<file path="src/rtl/cpu_io_bridge.sv">
// Host-side bridge for the CPU's 16-bit I/O word pair: a held input word fed from a
// valid/ready stream, and a change-capture FIFO on the CPU output word.
module cpu_io_bridge #(
    parameter int WIDTH = 16,
    parameter int DEPTH = 4,
    parameter int HOLD  = 4,
    localparam int PW   = $clog2(DEPTH),
    localparam int CW   = PW + 1
) (
    input  logic             CLK,
    input  logic             reset,
    input  logic [WIDTH-1:0] host_in_data,
    input  logic             host_in_valid,
    output logic             host_in_ready,
    output logic [WIDTH-1:0] cpu_in_word,
    input  logic [WIDTH-1:0] cpu_out_word,
    output logic [WIDTH-1:0] host_out_data,
    output logic             host_out_valid,
    input  logic             host_out_ready,
    output logic [CW-1:0]    out_count,
    output logic             out_overflow
);

    localparam logic [PW-1:0] PTR_ONE   = PW'(1);
    localparam logic [CW-1:0] CNT_ONE   = CW'(1);
    localparam logic [CW-1:0] CNT_FULL  = CW'(DEPTH);
    localparam logic [7:0]    HOLD_LOAD = 8'(HOLD);

    logic [7:0]       hold_cnt_q, hold_cnt_d;
    logic [WIDTH-1:0] cpu_in_q, cpu_in_d;
    logic [WIDTH-1:0] out_last_q, out_last_d;
    logic [PW-1:0]    wr_ptr_q, wr_ptr_d;
    logic [PW-1:0]    rd_ptr_q, rd_ptr_d;
    logic [CW-1:0]    count_q, count_d;
    logic             overflow_q, overflow_d;
    logic [WIDTH-1:0] mem_q [DEPTH];

    logic accept, push, pop, full, wr_en;

    always_comb begin
        hold_cnt_d = hold_cnt_q;
        cpu_in_d   = cpu_in_q;
        out_last_d = cpu_out_word;
        wr_ptr_d   = wr_ptr_q;
        rd_ptr_d   = rd_ptr_q;
        count_d    = count_q;
        overflow_d = overflow_q;

        accept = host_in_valid && (hold_cnt_q == 8'd0);
        if (accept) begin
            cpu_in_d   = host_in_data;
            hold_cnt_d = HOLD_LOAD;
        end else if (hold_cnt_q != 8'd0) begin
            hold_cnt_d = hold_cnt_q - 8'd1;
        end

        // A full FIFO still takes a push when the head leaves in the same cycle.
        push  = (cpu_out_word != out_last_q);
        pop   = (count_q != '0) && host_out_ready;
        full  = (count_q == CNT_FULL);
        wr_en = push && (!full || pop);

        if (wr_en) wr_ptr_d = wr_ptr_q + PTR_ONE;
        if (pop)   rd_ptr_d = rd_ptr_q + PTR_ONE;
        if (wr_en && !pop)      count_d = count_q + CNT_ONE;
        else if (!wr_en && pop) count_d = count_q - CNT_ONE;
        if (push && full && !pop) overflow_d = 1'b1;
    end

    always_ff @(posedge CLK or posedge reset) begin
        if (reset) begin
            hold_cnt_q <= 8'd0;
            cpu_in_q   <= '0;
            out_last_q <= '0;
            wr_ptr_q   <= '0;
            rd_ptr_q   <= '0;
            count_q    <= '0;
            overflow_q <= 1'b0;
        end else begin
            hold_cnt_q <= hold_cnt_d;
            cpu_in_q   <= cpu_in_d;
            out_last_q <= out_last_d;
            wr_ptr_q   <= wr_ptr_d;
            rd_ptr_q   <= rd_ptr_d;
            count_q    <= count_d;
            overflow_q <= overflow_d;
        end
    end

    // Storage is not reset; entries are only visible through count_q, and the head must
    // be readable in the cycle it is written, so the read port is asynchronous.
    always_ff @(posedge CLK) begin
        if (wr_en) mem_q[wr_ptr_q] <= cpu_out_word;
    end

    assign host_in_ready  = (hold_cnt_q == 8'd0);
    assign cpu_in_word    = cpu_in_q;
    assign host_out_valid = (count_q != '0);
    assign host_out_data  = (count_q != '0) ? mem_q[rd_ptr_q] : '0;
    assign out_count      = count_q;
    assign out_overflow   = overflow_q;

endmodule

</file>
<file path="config.mk">
export PLATFORM = sky130hd
export DESIGN_NAME = cpu_io_bridge
export DESIGN_NICKNAME = d
export VERILOG_FILES = /design/src/rtl/cpu_io_bridge.sv
export SDC_FILE = /design/constraint.sdc
export NUM_CORES = 1
export LEC_CHECK = 0
export CORE_MARGIN = 4
export CORE_UTILIZATION = 40
export CTS_CLUSTER_SIZE = 14
export DETAILED_ROUTE_END_ITERATION = 10
export PLACE_DENSITY = 0.7
export SLEW_MARGIN = 10
export SYNTH_ARGS = -nofsm -noshare
export SYNTH_HDL_FRONTEND = slang
export SYNTH_SLANG_ARGS = --single-unit
export TNS_END_PERCENT = 20
</file>
<file path="constraint.sdc">
create_clock -name CLK -period 2.55 [get_ports CLK]
set_input_delay 0.3825 -clock CLK [delete_from_list [all_inputs] [get_ports CLK]]
set_output_delay 0.3825 -clock CLK [all_outputs]
set_load 0.01 [all_outputs]
</file>
# Yosys cells after proc, flatten, opt, wreduce, memory -nomap -nowiden
# Memories as Yosys holds them, arrays and structs flattened.
# Cells that the tools add are included.
[op_classes]
muxes = 7
add_sub_neg = 5
n_reduce_logical = 16
eq_ne = 2
[ops]
columns = ["op", "count"]
rows = [
  ["two-way mux 16 bit", 1],
  ["two-way mux 8 bit", 2],
  ["inequality test 16 bit", 1],
  ["logical NOT 8 bit", 1],
  ["nonzero test 8 bit", 1],
  ["subtractor 8 x 1 -> 8 bit, second input constant", 1],
  ["logical AND 1 bit", 7],
  ["two-way mux 3 bit", 2],
  ["adder 2 x 1 -> 2 bit, second input constant", 2],
  ["nonzero test 2 bit", 2],
  ["adder 3 x 1 -> 3 bit, second input constant", 1],
  ["== test 3 bit, second input constant", 1],
  ["logical NOT 1 bit", 3],
  ["nonzero test 3 bit", 1],
  ["subtractor 3 x 1 -> 3 bit, second input constant", 1],
  ["two-way mux 1 bit", 2],
  ["logical OR 1 bit", 1],
]
[word_totals]
wordCells = 38
in_bits = 36
mem_count = 1
mem_bits_rw = 64
regBits = 48
[mem_list]
columns = ["name", "words", "word_bits", "read_ports", "rd_ports_with_merged_regs", "wr", "line", "source"]
rows = [
  ["mem_q", 4, 16, 1, 0, 1, "36", "logic [WIDTH-1:0] mem_q [DEPTH];"],
]

# Longest topological paths before layout
# Gate-level depths: netlist of the first run.
[logic_depth]
depth_word = 8
depth_mapped = 10
depth_no_buf = 10

# Worst setup path before layout of the first run
# No wires, ideal clock.
[synth_timing]
path_kind = "input-to-reg"
from = "input port cpu_out_word[5]"
to = "register count_q[1], in the netlist out_count[1]"
cell_stages = 8
slack_ps = 391
path_buffers = 0
arrival_ps = 2034
cell_sequence = "xnor2_1 > nand4_1 > nor4_1 > nor2_1 > ha_1 > inv_1 > fa_1 > mux2_2"
[synth_lines]
columns = ["element", "line", "source"]
rows = [
  ["start, declared", "16", "input logic [WIDTH-1:0] cpu_out_word,"],
  ["inequality test 16 bit", "58", "push = (cpu_out_word != out_last_q);"],
  ["logical AND 1 bit", "61", "wr_en = push && (!full || pop);"],
  ["via wr_en", "38", "logic accept, push, pop, full, wr_en;"],
  ["logical AND 1 bit", "65", "if (wr_en && !pop) count_d = count_q + CNT_ONE;"],
  ["two-way mux 3 bit", "65", ""],
  ["via count_d[1]", "34", "logic [CW-1:0] count_q, count_d;"],
  ["end signal, assigned", "85", "count_q <= count_d;"],
  ["end, declared", "34", ""],
]
# The timed path passes the listed nets, and every way through them passes these cells.
# A chain may end at the register's enable or synchronous reset.

# Final worst setup path of the first run
[layout_timing]
from = "input port cpu_out_word[1]"
to = "register count_q[1], in the netlist out_count[1]"
# Same word-level chain as after synthesis.

==> flow_results.xml, run 1 <==
<?xml version="1.0" encoding="UTF-8"?>
<metrics>
  <group name="final_layout">
    <metric name="area.sequential" unit="µm²">3120</metric>
    <metric name="nNetsFinal" unit="">405</metric>
    <metric name="final_layout_size_suffix_gt1_share" unit="%">24.3</metric>
    <metric name="synthToLayoutAreaGrowth" unit="%">31.9</metric>
    <metric name="mostFrequentLayoutCells" unit="">sky130_fd_sc_hd__edfxtp_1, sky130_fd_sc_hd__clkdlybuf4s50_1, sky130_fd_sc_hd__dfrtp_1, sky130_fd_sc_hd__buf_4</metric>
    <metric name="antenna_cells" unit="">0</metric>
    <metric name="number_of_inserted_filler_cells_in_the_final_layout" unit="">888</metric>
    <metric name="multi_input_combinational_cell_area" unit="µm²">1280</metric>
    <metric name="final_cell_area" unit="µm²">5910</metric>
    <metric name="most_common_library_cell_in_the_layout_ignoring_fill_and_taps" unit="">sky130_fd_sc_hd__edfxtp_1</metric>
  </group>
  <group name="drt">
    <metric name="wl_per_cell" unit="µm">16.7</metric>
    <metric name="post-route-drc-count" unit="">0</metric>
    <metric name="wirelength_met1" unit="mm">3.78</metric>
    <metric name="detailroute.via_count" unit="">2432</metric>
    <metric name="route.met3.wl" unit="µm">553</metric>
    <metric name="via_count_normalized_by_instance_count" unit="">4.80</metric>
    <metric name="first_iter_violations" unit="">92</metric>
    <metric name="routed_wirelength" unit="mm">8.46</metric>
    <metric name="first_pass_iters" unit="">4</metric>
    <metric name="detailroute.wirelength.met2" unit="mm">4.03</metric>
    <metric name="postRouteAntennaNets" unit="">0</metric>
    <metric name="route.top_layer_used" unit="">met4</metric>
  </group>
  <group name="min_path">
    <metric name="timing.hold.worst.class" unit="">in -&gt; async</metric>
  </group>
  <group name="clocking">
    <metric name="cts.hold.buffers_added" unit="">0</metric>
    <metric name="clk_root_buffer_cell" unit="">sky130_fd_sc_hd__clkbuf_8</metric>
    <metric name="h-tree-depth" unit="">3</metric>
    <metric name="cts_buffers" unit="">9</metric>
    <metric name="clkLatencyLatePin" unit="ns">0.37</metric>
    <metric name="clock_tree_from_tritoncts" unit="">done</metric>
    <metric name="cts.sink_count" unit="">112</metric>
    <metric name="cts.clk_slew.worst_paths" unit="ns">0.11</metric>
    <metric name="clk_path_buf_depth" unit="">2</metric>
  </group>
  <group name="worst_setup_path">
    <metric name="reg2reg_depth" unit="">9</metric>
    <metric name="cp.required" unit="ns">2.81</metric>
    <metric name="worst_path_largest_cell_delay" unit="ns">0.44</metric>
    <metric name="path_max_fanout" unit="">2</metric>
    <metric name="critPathArrivalTime" unit="ns">2.64</metric>
    <metric name="r2r_end" unit="">out_count[1]</metric>
    <metric name="path_class" unit="">in -&gt; reg</metric>
    <metric name="ff2ff_setup_slack" unit="ns">0.23</metric>
    <metric name="critical_path.top_delay_family" unit="">buffers and inverters</metric>
    <metric name="timing.critical_path.from_type" unit="">input port</metric>
    <metric name="critPathBufInv" unit="">3</metric>
    <metric name="critPathCaptureType" unit="">flop</metric>
    <metric name="r2r-start" unit="">out_last_q[1]</metric>
    <metric name="timing.critical_path.slowest_stage_cell" unit="">sky130_fd_sc_hd__clkdlybuf4s50_1</metric>
    <metric name="timing.critical_path.cells" unit="">clkdlybuf4s50_1 &gt; xnor2_1 &gt; nand4_1 &gt; nor4_1 &gt; buf_4 &gt; nor2_1 &gt; ha_1 &gt; inv_1 &gt; fa_1 &gt; mux2_2</metric>
    <metric name="crit_path_start" unit="">cpu_out_word[1]</metric>
  </group>
  <group name="sta">
    <metric name="skew" unit="ns">0.0140</metric>
    <metric name="totalNegativeSetupSlack" unit="ns">0</metric>
    <metric name="setup_viol" unit="">0</metric>
    <metric name="report.final.slew_viol_count" unit="">0</metric>
    <metric name="max_freq" unit="GHz">0.420</metric>
    <metric name="setup_slack" unit="ns">0.172</metric>
    <metric name="timing.hold.ws" unit="ns">0.384</metric>
    <metric name="worst_pin_slew" unit="ns">0.585</metric>
    <metric name="grt_setup_unrepaired" unit="">false</metric>
    <metric name="fin_crit" unit="ns">2.38</metric>
    <metric name="timing.max_slew.rel_slack" unit="%">60.9</metric>
    <metric name="hold_violations" unit="">0</metric>
    <metric name="timing.final.crit_share" unit="%">93.3</metric>
  </group>
  <group name="die">
    <metric name="core_ar" unit="µm²">10900</metric>
    <metric name="ioPinCount" unit="">74</metric>
    <metric name="floorplan.die.width" unit="µm">114</metric>
    <metric name="floorplan.die.height" unit="µm">114</metric>
    <metric name="placementRows" unit="">38</metric>
    <metric name="floorplan.initialDensity" unit="%">41.1</metric>
    <metric name="die_area" unit="µm²">13000</metric>
  </group>
  <group name="placed_design">
    <metric name="placement.io_buffers" unit="">73</metric>
    <metric name="gp_routability_congestion" unit="">0.758</metric>
    <metric name="dp.final_hpwl" unit="mm">5.66</metric>
    <metric name="post_dp_cell_area" unit="µm²">5650</metric>
    <metric name="dp_slack" unit="ns">-0.236</metric>
  </group>
  <group name="yosys">
    <metric name="net_count_synth" unit="">296</metric>
    <metric name="synthDistinctLibCells" unit="">37</metric>
    <metric name="yosys.area.top_type_share" unit="%">42.9</metric>
    <metric name="synth_enable_flop_cells" unit="">64</metric>
    <metric name="synth_largest_area_cell" unit="">sky130_fd_sc_hd__edfxtp_1</metric>
    <metric name="synth-warning-count" unit="">0</metric>
    <metric name="share_of_the_yosys_chip_area_belonging_to_registers" unit="%">69.7</metric>
    <metric name="synth.top_cells.by_area" unit="">sky130_fd_sc_hd__edfxtp_1, sky130_fd_sc_hd__dfrtp_1, sky130_fd_sc_hd__mux4_2, sky130_fd_sc_hd__xnor2_1, sky130_fd_sc_hd__mux2_4</metric>
    <metric name="synthFlopType" unit="">sky130_fd_sc_hd__edfxtp_1</metric>
    <metric name="postSynthRegisterBits" unit="">112</metric>
    <metric name="synthesis.instances" unit="">253</metric>
    <metric name="synthesis.area_per_instance" unit="µm²">17.7</metric>
    <metric name="synth_async_sr_flop_share" unit="%">42.9</metric>
    <metric name="synth.cell_area" unit="µm²">4480</metric>
  </group>
  <group name="pwr">
    <metric name="leakagePower" unit="µW">0.00242</metric>
    <metric name="worst_ir_drop_vdd" unit="mV">0.623</metric>
    <metric name="power_density" unit="nW/µm²">1160</metric>
  </group>
  <group name="global_routing">
    <metric name="groute.usage.overall" unit="%">13.9</metric>
    <metric name="grt_antenna_before_repair" unit="">0</metric>
    <metric name="grt_pass1_vias" unit="">2655</metric>
    <metric name="grt_pass1_wl" unit="mm">13.8</metric>
    <metric name="globalRouteOverflowTotal" unit="">0</metric>
    <metric name="maximum_number_of_pins_on_one_net_before_global_route_repair" unit="">26</metric>
  </group>
  <group name="job">
    <metric name="drv.max_cap_violation_count" unit="">0</metric>
  </group>
  <group name="outcome">
    <metric name="run_status" unit="">complete, no violations</metric>
  </group>
</metrics>
-- layout make-up --
| class | count | area share (%) |
|---|---|---|
| multi-input cells | 126 | 21.8 |
| inverters | 8 | 0.530 |
| repair buffers | 105 | 18.7 |
| flip-flops and latches | 112 | 52.9 |
| well taps | 140 | 2.97 |
| clock inverters | 6 | 0.974 |
| clock buffers | 10 | 2.16 |
-- how the worst max path moves through the flow --
stage | end | cells past startpoint
floorplan | out_count[1] | 8
global placement | out_count[1] | 10
detailed placement | out_count[1] | 10
CTS | host_out_data[13] | 4
global route | out_count[1] | 10
finish | out_count[1] | 10
-- metrics by stage --
step           power (µW)  utilization [%]  std cells
3_5_place_dp         5940             51.9        490
6_report             6840             54.3        507
2_1_floorplan        4420                -        253
5_1_grt              7290             54.3        507
3_3_place_gp         5870             51.9        490
4_1_cts              6960             53.6        506
-- what timing repair did --
item	in CTS	in global routing
cloned	0	1
pin swaps	1	1
setup buffers	0	0
setup endpoints to repair	1	17
gates resized for setup	1	18
-- cells by family after synthesis --
kind of cell / synth area share (%)
flip-flops: 69.7
AND/OR/NAND/NOR: 7.26
multiplexers: 13.9
XOR/XNOR: 4.30
buffers and inverters: 1.59
AO/OA/AOI/OAI: 1.12
adder cells (fa/ha/maj): 2.12
-- synthesized netlist by cell type, drive strengths merged, types with 3 or more instances --
cell,count
xnor2,20
ha,6
inv,7
dfrtp,48
o21ai,6
nor3,3
nand4,4
and2,20
nor2,4
mux2,19
mux4,16
buf,4
nand2,8
or3,4
edfxtp,64
clkbuf,3
-- power by group --
group | leakage, µW | internal, µW | total (µW) | switching (µW)
Sequential | 0.00117 | 2620 | 2940 | 324
Combinational | 0.00116 | 1710 | 2890 | 1190
Clock | 0.0000953 | 381 | 1010 | 629
-- sequential cells by signal, indices dropped and copies added, names as in the netlist --
register      count
wr_ptr_q          2
out_count         3
out_overflow      1
mem_q            64
rd_ptr_q          2
out_last_q       16
hold_cnt_q        8
cpu_in_word      16
-- per-layer routing --
| layer | vias to the layer above | global-route usage, % |
|---|---|---|
| met4 | 0 | 4.04 |
| li1 | 1154 | - |
| met2 | 66 | 22.1 |
| met3 | 8 | 4.72 |
| met1 | 1204 | 18.3 |
| met5 | - | 0 |
(Power assumes the default switching activity.)
==> run 2: changes to the inputs <==
Clock period 2.55 ns to 2.5 ns, I/O delays scaled along.
==> flow_results.xml, run 2 (synthesis gave the netlist of run 1 again) <==
<?xml version="1.0" encoding="UTF-8"?>
<metrics>
  <group name="final_layout">
    <metric name="layout.core_utilization" unit="%">54.5</metric>
    <metric name="post_layout_instance_count_excluding_filler_cells" unit="">511</metric>
    <metric name="antenna_cells" unit="">0</metric>
    <metric name="area.sequential" unit="µm²">3120</metric>
    <metric name="most_common_library_cell_in_the_layout_ignoring_fill_and_taps" unit="">sky130_fd_sc_hd__edfxtp_1</metric>
    <metric name="synthToLayoutAreaGrowth" unit="%">32.5</metric>
    <metric name="nNetsFinal" unit="">409</metric>
    <metric name="multi_input_combinational_cell_area" unit="µm²">1330</metric>
    <metric name="final_cell_area" unit="µm²">5930</metric>
    <metric name="regMostFlops" unit="">mem_q</metric>
    <metric name="number_of_inserted_filler_cells_in_the_final_layout" unit="">909</metric>
    <metric name="largest_reg_flops" unit="">64</metric>
    <metric name="final_layout_size_suffix_gt1_share" unit="%">26.7</metric>
    <metric name="mostFrequentLayoutCells" unit="">sky130_fd_sc_hd__edfxtp_1, sky130_fd_sc_hd__clkdlybuf4s50_1, sky130_fd_sc_hd__dfrtp_1, sky130_fd_sc_hd__buf_4, sky130_fd_sc_hd__and2_1</metric>
  </group>
  <group name="drt">
    <metric name="first_pass_iters" unit="">5</metric>
    <metric name="routed_wirelength" unit="mm">8.50</metric>
    <metric name="wl_per_cell" unit="µm">16.6</metric>
    <metric name="first_iter_violations" unit="">131</metric>
    <metric name="postRouteAntennaNets" unit="">0</metric>
    <metric name="via_count_normalized_by_instance_count" unit="">4.80</metric>
    <metric name="post-route-drc-count" unit="">0</metric>
    <metric name="detailroute.via_count" unit="">2455</metric>
  </group>
  <group name="die">
    <metric name="core_ar" unit="µm²">10900</metric>
    <metric name="floorplan.initialDensity" unit="%">41.1</metric>
    <metric name="placementRows" unit="">38</metric>
    <metric name="die_area" unit="µm²">13000</metric>
    <metric name="ioPinCount" unit="">74</metric>
    <metric name="floorplan.die.width" unit="µm">114</metric>
    <metric name="floorplan.die.height" unit="µm">114</metric>
  </group>
  <group name="placed_design">
    <metric name="placement.io_buffers" unit="">73</metric>
    <metric name="gp_routability_congestion" unit="">0.750</metric>
    <metric name="post_dp_cell_area" unit="µm²">5650</metric>
    <metric name="dp.final_hpwl" unit="mm">5.73</metric>
    <metric name="placedCellCount" unit="">488</metric>
  </group>
  <group name="pwr">
    <metric name="power.switching" unit="µW">2200</metric>
    <metric name="leakagePower" unit="µW">0.00235</metric>
    <metric name="internal_power_component" unit="µW">4790</metric>
    <metric name="power_density" unit="nW/µm²">1180</metric>
    <metric name="power_frac_clock" unit="%">14.7</metric>
    <metric name="switching_power_share_of_the_total" unit="%">31.4</metric>
    <metric name="worst_ir_drop_vdd" unit="mV">0.609</metric>
    <metric name="share_comb_of_total_power" unit="%">42.6</metric>
    <metric name="power.share.sequential" unit="%">42.7</metric>
    <metric name="post-layout-total-power" unit="µW">6990</metric>
  </group>
  <group name="global_routing">
    <metric name="maximum_number_of_pins_on_one_net_before_global_route_repair" unit="">26</metric>
    <metric name="groute.usage.overall" unit="%">14.2</metric>
    <metric name="grt_pass1_vias" unit="">2703</metric>
    <metric name="grt_pass1_wl" unit="mm">14.2</metric>
    <metric name="globalRouteOverflowTotal" unit="">0</metric>
    <metric name="grt_antenna_before_repair" unit="">0</metric>
  </group>
  <group name="sta">
    <metric name="skew" unit="ns">0.0176</metric>
    <metric name="timing.final.crit_share" unit="%">97.3</metric>
    <metric name="report.final.slew_viol_count" unit="">0</metric>
    <metric name="fin_crit" unit="ns">2.43</metric>
    <metric name="worst_pin_slew" unit="ns">0.594</metric>
    <metric name="hold_violations" unit="">0</metric>
    <metric name="grt_setup_unrepaired" unit="">true</metric>
    <metric name="max_freq" unit="GHz">0.411</metric>
    <metric name="timing.max_slew.rel_slack" unit="%">60.3</metric>
    <metric name="setup_viol" unit="">0</metric>
  </group>
  <group name="worst_setup_path">
    <metric name="path_class" unit="">reg -&gt; out</metric>
    <metric name="crit_path_start" unit="">out_count[1]</metric>
    <metric name="critPathArrivalTime" unit="ns">2.06</metric>
    <metric name="r2r_end" unit="">out_count[1]</metric>
    <metric name="r2r-start" unit="">out_last_q[0]</metric>
    <metric name="cp.required" unit="ns">2.12</metric>
    <metric name="path_max_fanout" unit="">18</metric>
    <metric name="reg2reg_depth" unit="">9</metric>
    <metric name="ff2ff_setup_slack" unit="ns">0.15</metric>
    <metric name="critPathCaptureType" unit="">output port</metric>
    <metric name="timing.critical_path.from_type" unit="">flop</metric>
    <metric name="cp-endpoint" unit="">host_out_data[6]</metric>
  </group>
  <group name="min_path">
    <metric name="timing.hold.worst.class" unit="">in -&gt; async</metric>
  </group>
  <group name="clocking">
    <metric name="clock_tree_from_tritoncts" unit="">done</metric>
    <metric name="clk_path_buf_depth" unit="">2</metric>
    <metric name="cts.hold.buffers_added" unit="">0</metric>
    <metric name="clkLatencyLatePin" unit="ns">0.38</metric>
    <metric name="cts_buffers" unit="">9</metric>
    <metric name="clk_root_buffer_cell" unit="">sky130_fd_sc_hd__clkbuf_8</metric>
    <metric name="cts.sink_count" unit="">112</metric>
    <metric name="h-tree-depth" unit="">3</metric>
    <metric name="cts.clk_slew.worst_paths" unit="ns">0.12</metric>
  </group>
  <group name="job">
    <metric name="drv.max_cap_violation_count" unit="">0</metric>
  </group>
  <group name="outcome">
    <metric name="run_status" unit="">complete, no violations</metric>
  </group>
</metrics>
[run 2: cell count changes in the layout (fill, tap and decap cells not counted), sizes merged]
| cell | change |
|---|---|
| buf | +5 |
| dlymetal6s2s | -13 |
| clkinv | +1 |
| clkinvlp | +1 |
| inv | -1 |
| clkdlybuf4s50 | +4 |
| clkbuf | -2 |
| dlygate4sd2 | +9 |
[run 2: critical path, stage by stage, from the launching register on]
cell and delay (ns):
sky130_fd_sc_hd__dfrtp_1 0.46, sky130_fd_sc_hd__or3_1 0.39, sky130_fd_sc_hd__buf_4 0.21, sky130_fd_sc_hd__and2_1 0.15, sky130_fd_sc_hd__clkdlybuf4s50_1 0.47
[run 2: metal layers]
metal / global-route usage (%) / up-vias / share of wire [%]
li1: - / 1158 / -
met1: 18.5 / 1216 / 44
met2: 23.0 / 74 / 49
met3: 4.72 / 7 / 6.5
met4: 4.12 / 0 / 0.95
met5: 0 / - / 0
[run 2: timing repair]
item / CTS / global route
setup buffers: 1 / 6
gates resized for setup: 11 / 10
endpoints found under the hold margin: 0 / 0
setup endpoints to repair: 11 / 9
[run 2: per-stage QoR]
step                      TNS [ns]  setup slack, ns  hold WS, ns
after floorplan                  0            0.346        0.406
after global routing        -0.188          -0.0448        0.404
after detailed placement     -3.54           -0.354        0.488
after global placement      -0.440           -0.292        0.480
final                            0           0.0687        0.376
after CTS                        0         0.000915        0.387
[run 2: final cells by class]
class / count / share of cell area [%]
Timing Repair Buffer: 109 / 18.4
Sequential cell: 112 / 52.6
Inverter: 8 / 0.527
Clock inverter: 7 / 1.03
Clock buffer: 9 / 2.09
Tap cell: 140 / 2.95
Multi-Input combinational cell: 126 / 22.4
[run 2: worst min-delay path by stage]
| stage | depth (start not counted) | to | slack (ns) |
|---|---|---|---|
| floorplan | 0 | out_last_q[0] | 0.41 |
| global placement | 1 | hold_cnt_q[0] | 0.48 |
| detailed placement | 1 | hold_cnt_q[0] | 0.49 |
| CTS | 2 | out_last_q[9] | 0.39 |
| global route | 2 | out_last_q[9] | 0.40 |
| finish | 2 | out_last_q[14] | 0.38 |
[run 2: power by group through the flow]
stage | clock [µW] | combinational [µW] | sequential [µW]
2_1_floorplan | 0 | 1500 | 3010
3_3_place_gp | 0 | 3010 | 2990
3_5_place_dp | 0 | 3040 | 3020
4_1_cts | 1060 | 2970 | 2990
5_1_grt | 1130 | 3250 | 3070
6_report | 1030 | 2980 | 2990
